===== src/rtl/switch_allocator.sv =====
// XY-routed switch allocator: per-output round-robin over the five input FIFO heads, pops winners into 16-bit output registers.
// Latency: a head granted in cycle t is on its output with valid at cycle t+1; pops are combinational in cycle t.
// Backpressure: an output loads only when empty or being drained; blocked requesters keep their head and retry.
module switch_allocator #(
    parameter int X_ID = 0,
    parameter int Y_ID = 0
) (
    input  logic        clk,
    input  logic        rst,
    input  logic [15:0] north_i,
    input  logic [15:0] south_i,
    input  logic [15:0] east_i,
    input  logic [15:0] west_i,
    input  logic [15:0] local_i,
    input  logic        valid_n_i,
    input  logic        valid_s_i,
    input  logic        valid_e_i,
    input  logic        valid_w_i,
    input  logic        valid_l_i,
    output logic        pop_req_n_o,
    output logic        pop_req_s_o,
    output logic        pop_req_e_o,
    output logic        pop_req_w_o,
    output logic        pop_req_l_o,
    output logic [15:0] north_o,
    output logic [15:0] south_o,
    output logic [15:0] east_o,
    output logic [15:0] west_o,
    output logic [15:0] local_o,
    output logic        valid_n_o,
    output logic        valid_s_o,
    output logic        valid_e_o,
    output logic        valid_w_o,
    output logic        valid_l_o,
    input  logic        ready_n_i,
    input  logic        ready_s_i,
    input  logic        ready_e_i,
    input  logic        ready_w_i,
    input  logic        ready_l_i
);

    localparam logic [2:0] MY_X = X_ID[2:0];
    localparam logic [2:0] MY_Y = Y_ID[2:0];

    logic [15:0] in_flit [5];
    logic [4:0]  in_vld;
    logic [4:0]  out_rdy;
    logic [4:0]  req_oh  [5];
    logic [4:0]  can_load;
    logic [4:0]  gnt_vld;
    logic [2:0]  gnt_idx [5];
    logic [4:0]  pop_c;
    logic [2:0]  rr_ptr  [5];
    logic [15:0] out_dat [5];
    logic [4:0]  out_vld;

    assign in_flit[0] = north_i;
    assign in_flit[1] = south_i;
    assign in_flit[2] = east_i;
    assign in_flit[3] = west_i;
    assign in_flit[4] = local_i;
    assign in_vld  = {valid_l_i, valid_w_i, valid_e_i, valid_s_i, valid_n_i};
    assign out_rdy = {ready_l_i, ready_w_i, ready_e_i, ready_s_i, ready_n_i};

    // One-hot output request in N,S,E,W,L bit order; X is resolved before Y.
    function automatic logic [4:0] route(input logic [2:0] dx, input logic [2:0] dy);
        logic [4:0] r;
        if (dx > MY_X)      r = 5'b00100;
        else if (dx < MY_X) r = 5'b01000;
        else if (dy > MY_Y) r = 5'b00001;
        else if (dy < MY_Y) r = 5'b00010;
        else                r = 5'b10000;
        return r;
    endfunction

    always_comb begin
        for (int i = 0; i < 5; i++) begin
            req_oh[i] = in_vld[i] ? route(in_flit[i][15:13], in_flit[i][12:10]) : 5'b00000;
        end
    end

    assign can_load = ~out_vld | out_rdy;

    always_comb begin
        logic [3:0] cand;
        cand = 4'd0;
        for (int o = 0; o < 5; o++) begin
            gnt_vld[o] = 1'b0;
            gnt_idx[o] = 3'd0;
            for (int k = 0; k < 5; k++) begin
                cand = {1'b0, rr_ptr[o]} + 4'(k);
                if (cand >= 4'd5) cand = cand - 4'd5;
                if (!gnt_vld[o] && can_load[o] && req_oh[cand[2:0]][o]) begin
                    gnt_vld[o] = 1'b1;
                    gnt_idx[o] = cand[2:0];
                end
            end
        end
    end

    // Each input requests a single output, so OR-ing grants yields at most one pop per input.
    always_comb begin
        for (int i = 0; i < 5; i++) begin
            pop_c[i] = 1'b0;
            for (int o = 0; o < 5; o++) begin
                if (gnt_vld[o] && gnt_idx[o] == 3'(i)) pop_c[i] = 1'b1;
            end
        end
        if (rst) pop_c = 5'b00000;
    end

    always_ff @(posedge clk) begin
        if (rst) begin
            out_vld <= 5'b00000;
            for (int o = 0; o < 5; o++) begin
                out_dat[o] <= 16'h0000;
                rr_ptr[o]  <= 3'd0;
            end
        end else begin
            for (int o = 0; o < 5; o++) begin
                if (gnt_vld[o]) begin
                    out_dat[o] <= in_flit[gnt_idx[o]];
                    out_vld[o] <= 1'b1;
                    rr_ptr[o]  <= (gnt_idx[o] == 3'd4) ? 3'd0 : gnt_idx[o] + 3'd1;
                end else if (out_rdy[o]) begin
                    out_vld[o] <= 1'b0;
                end
            end
        end
    end

    assign pop_req_n_o = pop_c[0];
    assign pop_req_s_o = pop_c[1];
    assign pop_req_e_o = pop_c[2];
    assign pop_req_w_o = pop_c[3];
    assign pop_req_l_o = pop_c[4];

    assign north_o = out_dat[0];
    assign south_o = out_dat[1];
    assign east_o  = out_dat[2];
    assign west_o  = out_dat[3];
    assign local_o = out_dat[4];

    assign valid_n_o = out_vld[0];
    assign valid_s_o = out_vld[1];
    assign valid_e_o = out_vld[2];
    assign valid_w_o = out_vld[3];
    assign valid_l_o = out_vld[4];

endmodule


===== config.mk =====
export PLATFORM = sky130hd
export DESIGN_NAME = switch_allocator
export DESIGN_NICKNAME = d
export VERILOG_FILES = /design/src/rtl/switch_allocator.sv
export SDC_FILE = /design/constraint.sdc
export NUM_CORES = 1
export LEC_CHECK = 0
export BUFFER_PORTS_ARGS = -buffer_cell sky130_fd_sc_hd__clkbuf_2
export CAP_MARGIN = 20
export CORE_MARGIN = 3
export CORE_UTILIZATION = 55
export CTS_CLUSTER_SIZE = 8
export DETAILED_ROUTE_END_ITERATION = 8
export PLACE_DENSITY_LB_ADDON = 0.15
export SLEW_MARGIN = 0
export SYNTH_ARGS = -nofsm -noshare
export SYNTH_HDL_FRONTEND = slang
export SYNTH_SLANG_ARGS = --single-unit

===== constraint.sdc =====
create_clock -name clk -period 7.3 [get_ports clk]
set_input_delay 0.365 -clock clk [delete_from_list [all_inputs] [get_ports clk]]
set_output_delay 0.365 -clock clk [all_outputs]
set_load 0.01 [all_outputs]

==> impl_metrics.yaml <==
detailed_routing:
  drt_first_iter_violations: 817
  ant_nets: 0
  drt_first_pass_iters: 5
  viasPerCell: 6.54
  postRouteWirelength_um: 24200
  wire_per_inst_um: 20.9
  vias: 7581
  drc_errors: 0
placed_design:
  io_buffers: 177
  gp_congestion: 0.913
  dpl.hpwl_um: 18400
  placed_cells: 1142
critical_path:
  slowest_stage: "edfxtp_1"
  critPathBufInv: 4
  slowest_delay_ps: 840
  required_ps: 6930
  worst_ep_arrival_time_ps: 5550
  cp_cell_sequence: "inv_1, ha_1, ha_1, o21ai_1, nor2_1, a21oi_1, mux4_2, mux2_2, o211ai_1, or2_2, o22a_1, buf_4, inv_1, ha_1, nor2b_1, nor2_1, a21oi_1, clkbuf_2"
  crit_top_cell: "ha_1"
  crit_path_end_kind: "primary output"
  cp_max_fo: 22
  crit_type: "flop to primary output"
  crit_path_start_kind: "flop"
  path_delay_family: "compound AO/OA/AOI/OAI gates"
clock_tree:
  h-tree-depth: 3
  postCtsHoldBufs: 0
  clkTransAtPathRegs_ps: 60
  cts_tree: "yes"
  post_cts_resized: 0
  clockRootBuffer: "clkbuf_16"
  cts_buffers: 9
  clk_latency_ps: 340
  cts_buffer_depth: 2
  clock-sinks: 76
  cts_setup_buffers: 0
logic_synthesis:
  yosysWarnings: 0
  syn-cell-area_um2: 7800
  synth_cells: 841
  ys_seq_elements: 76
  async_reset_ff_share_pct: 0
  ys_seq_area_share_pct: 28.9
  ys_types: 94
  synth_area_per_cell_um2: 9.27
  synth_edf_count: 73
  synthFlopType: "edfxtp_1"
sta:
  hold_slack_ps: 327
  rsz0062_at_grt: "no"
  period_minus_slack_ps: 5920
  setup_viol: 0
  worst_pin_slew_ps: 1010
  finClkSkew_ps: 4.25
  hold_violations: 0
  drv_slew: 0
  clock.fmax_mhz: 169
  relSlewSlack_pct: 32.5
  post-route-period-util_pct: 81.0
  fin_setup_tns_ps: 0
global_route:
  grt_pass1_wl_um: 37800
  grt_use_met3_pct: 5.71
  top_usage_layer: "met2"
  antenna_found_initial: 0
  grt_use_met2_pct: 46.0
  use_met1_pct: 41.1
  grt_pass1_vias: 7066
  track_usage_pct: 29.8
  globalRouteOverflowTotal: 0
  grt_max_degree: 46
die:
  die_y_um: 125
  pin_count: 182
  rows: 42
  initial_utilization_pct: 57.5
  core_area_um2: 13600
  fp.dieW_um: 125
  dieArea_um2: 15600
finish:
  syn_to_final_growth_pct: 14.4
  final_cells: 1159
  fin_nets: 1106
  n_antenna_cell: 0
  layout-drive-gt1-share_pct: 24.7
min_path:
  hold_path.class: "primary input to flop"
outcome:
  status: "complete, no violations"
run:
  drv_cap: 0
-- worst reg2reg max path: cells and delay by family (launching register included) --
kind / cells / cell delay, ps
AND/OR/NAND/NOR: 5 / 1600
buffers and inverters: 1 / 320
flip-flops: 1 / 880
adder cells (fa/ha/maj): 2 / 800
AO/OA/AOI/OAI: 5 / 1930
-- sequential cells by signal (all words and copies together), names as in the netlist --
signal and flops:
out_dat 64, rr_ptr 9, out_vld 3
-- area by class of cell --
| class | instances | area [um2] |
|---|---|---|
| timing repair buffer | 186 | 981 |
| fill | 1135 | 4640 |
| inverter | 26 | 97.6 |
| sequential | 76 | 2250 |
| multi-input combinational | 679 | 5080 |
| tap | 176 | 220 |
| clock inverter | 6 | 65.1 |
| clock buffer | 10 | 229 |
-- per-layer routing --
metal	share of wire, %	wire length [um]
met5	0	0
met4	4.3	1040
met3	9.9	2390
met2	45	10900
met1	41	9860
-- worst paths after layout --
check | startpoint | to | slack (ps) | depth (start not counted)
setup / recovery | rr_ptr[0][12] | pop_req_l_o | 1380 | 18
hold / removal | local_i[10] | out_dat[0][42] | 330 | 2
setup reg to reg | rr_ptr[0][0] | out_dat[0][46] | 1520 | 13
hold reg to reg | out_vld[4] | out_vld[4] | 680 | 2
-- stage by stage --
step	instance area, um2	util (%)	worst slack (ps)
floorplan	7800	-	2790
detailed placement	8610	63.5	1720
global placement	8580	63.3	1800
CTS	8910	65.7	1430
global route	8920	65.8	1030
finish	8920	65.8	1380
-- cell usage after synthesis, types with 12 or more instances --
library cell  number  area, um2
o22ai_1           25        156
buf_2             17       85.1
a21oi_1           44        220
and2_1            25        156
nor3_1            26        130
nand2b_1          24        150
mux2i_1          103       1030
a31oi_1           14       87.6
mux2_2            12        135
nor2_1            53        199
clkbuf_1          14       52.6
a21o_1            29        218
buf_4             20        150
nand2_1           27        101
ha_1              33        413
and3_1            21        131
o21ai_0           29        145
a221oi_1          12        105
inv_1             26       97.6
nand3_1           17       85.1
nor2b_1           16        100
edfxtp_1          73       2190
-- placed cells by master (no fill, tap or decap), types with 5 or more instances in the layout --
master,count
a21o_1,29
a21oi_1,44
a221oi_1,12
a22o_1,11
a31oi_1,14
and2_1,25
and3_1,21
buf_4,7
clkbuf_16,9
clkbuf_2,177
edfxtp_1,73
ha_1,33
inv_1,26
mux2_2,12
mux2i_1,103
nand2_1,27
nand2b_1,24
nand3_1,17
nand3b_1,7
nor2_1,53
nor2b_1,16
nor3_1,26
nor3b_1,5
nor4_1,6
o211ai_1,7
o21a_1,8
o21ai_0,28
o21ai_1,5
o22ai_1,25
or3_1,11
xnor2_1,10
-- cell families after synthesis --
group / synth area share [%]
simple gates: 18.5
mux: 15.7
fa+ha+maj: 6.06
buf+inv: 6.29
xor+xnor: 1.46
compound gates: 23.1
other cells: 0.0481
flops: 28.9
Power is not shown: default switching activity piles up to over one toggle a cycle in this logic, so the estimate is an artifact.
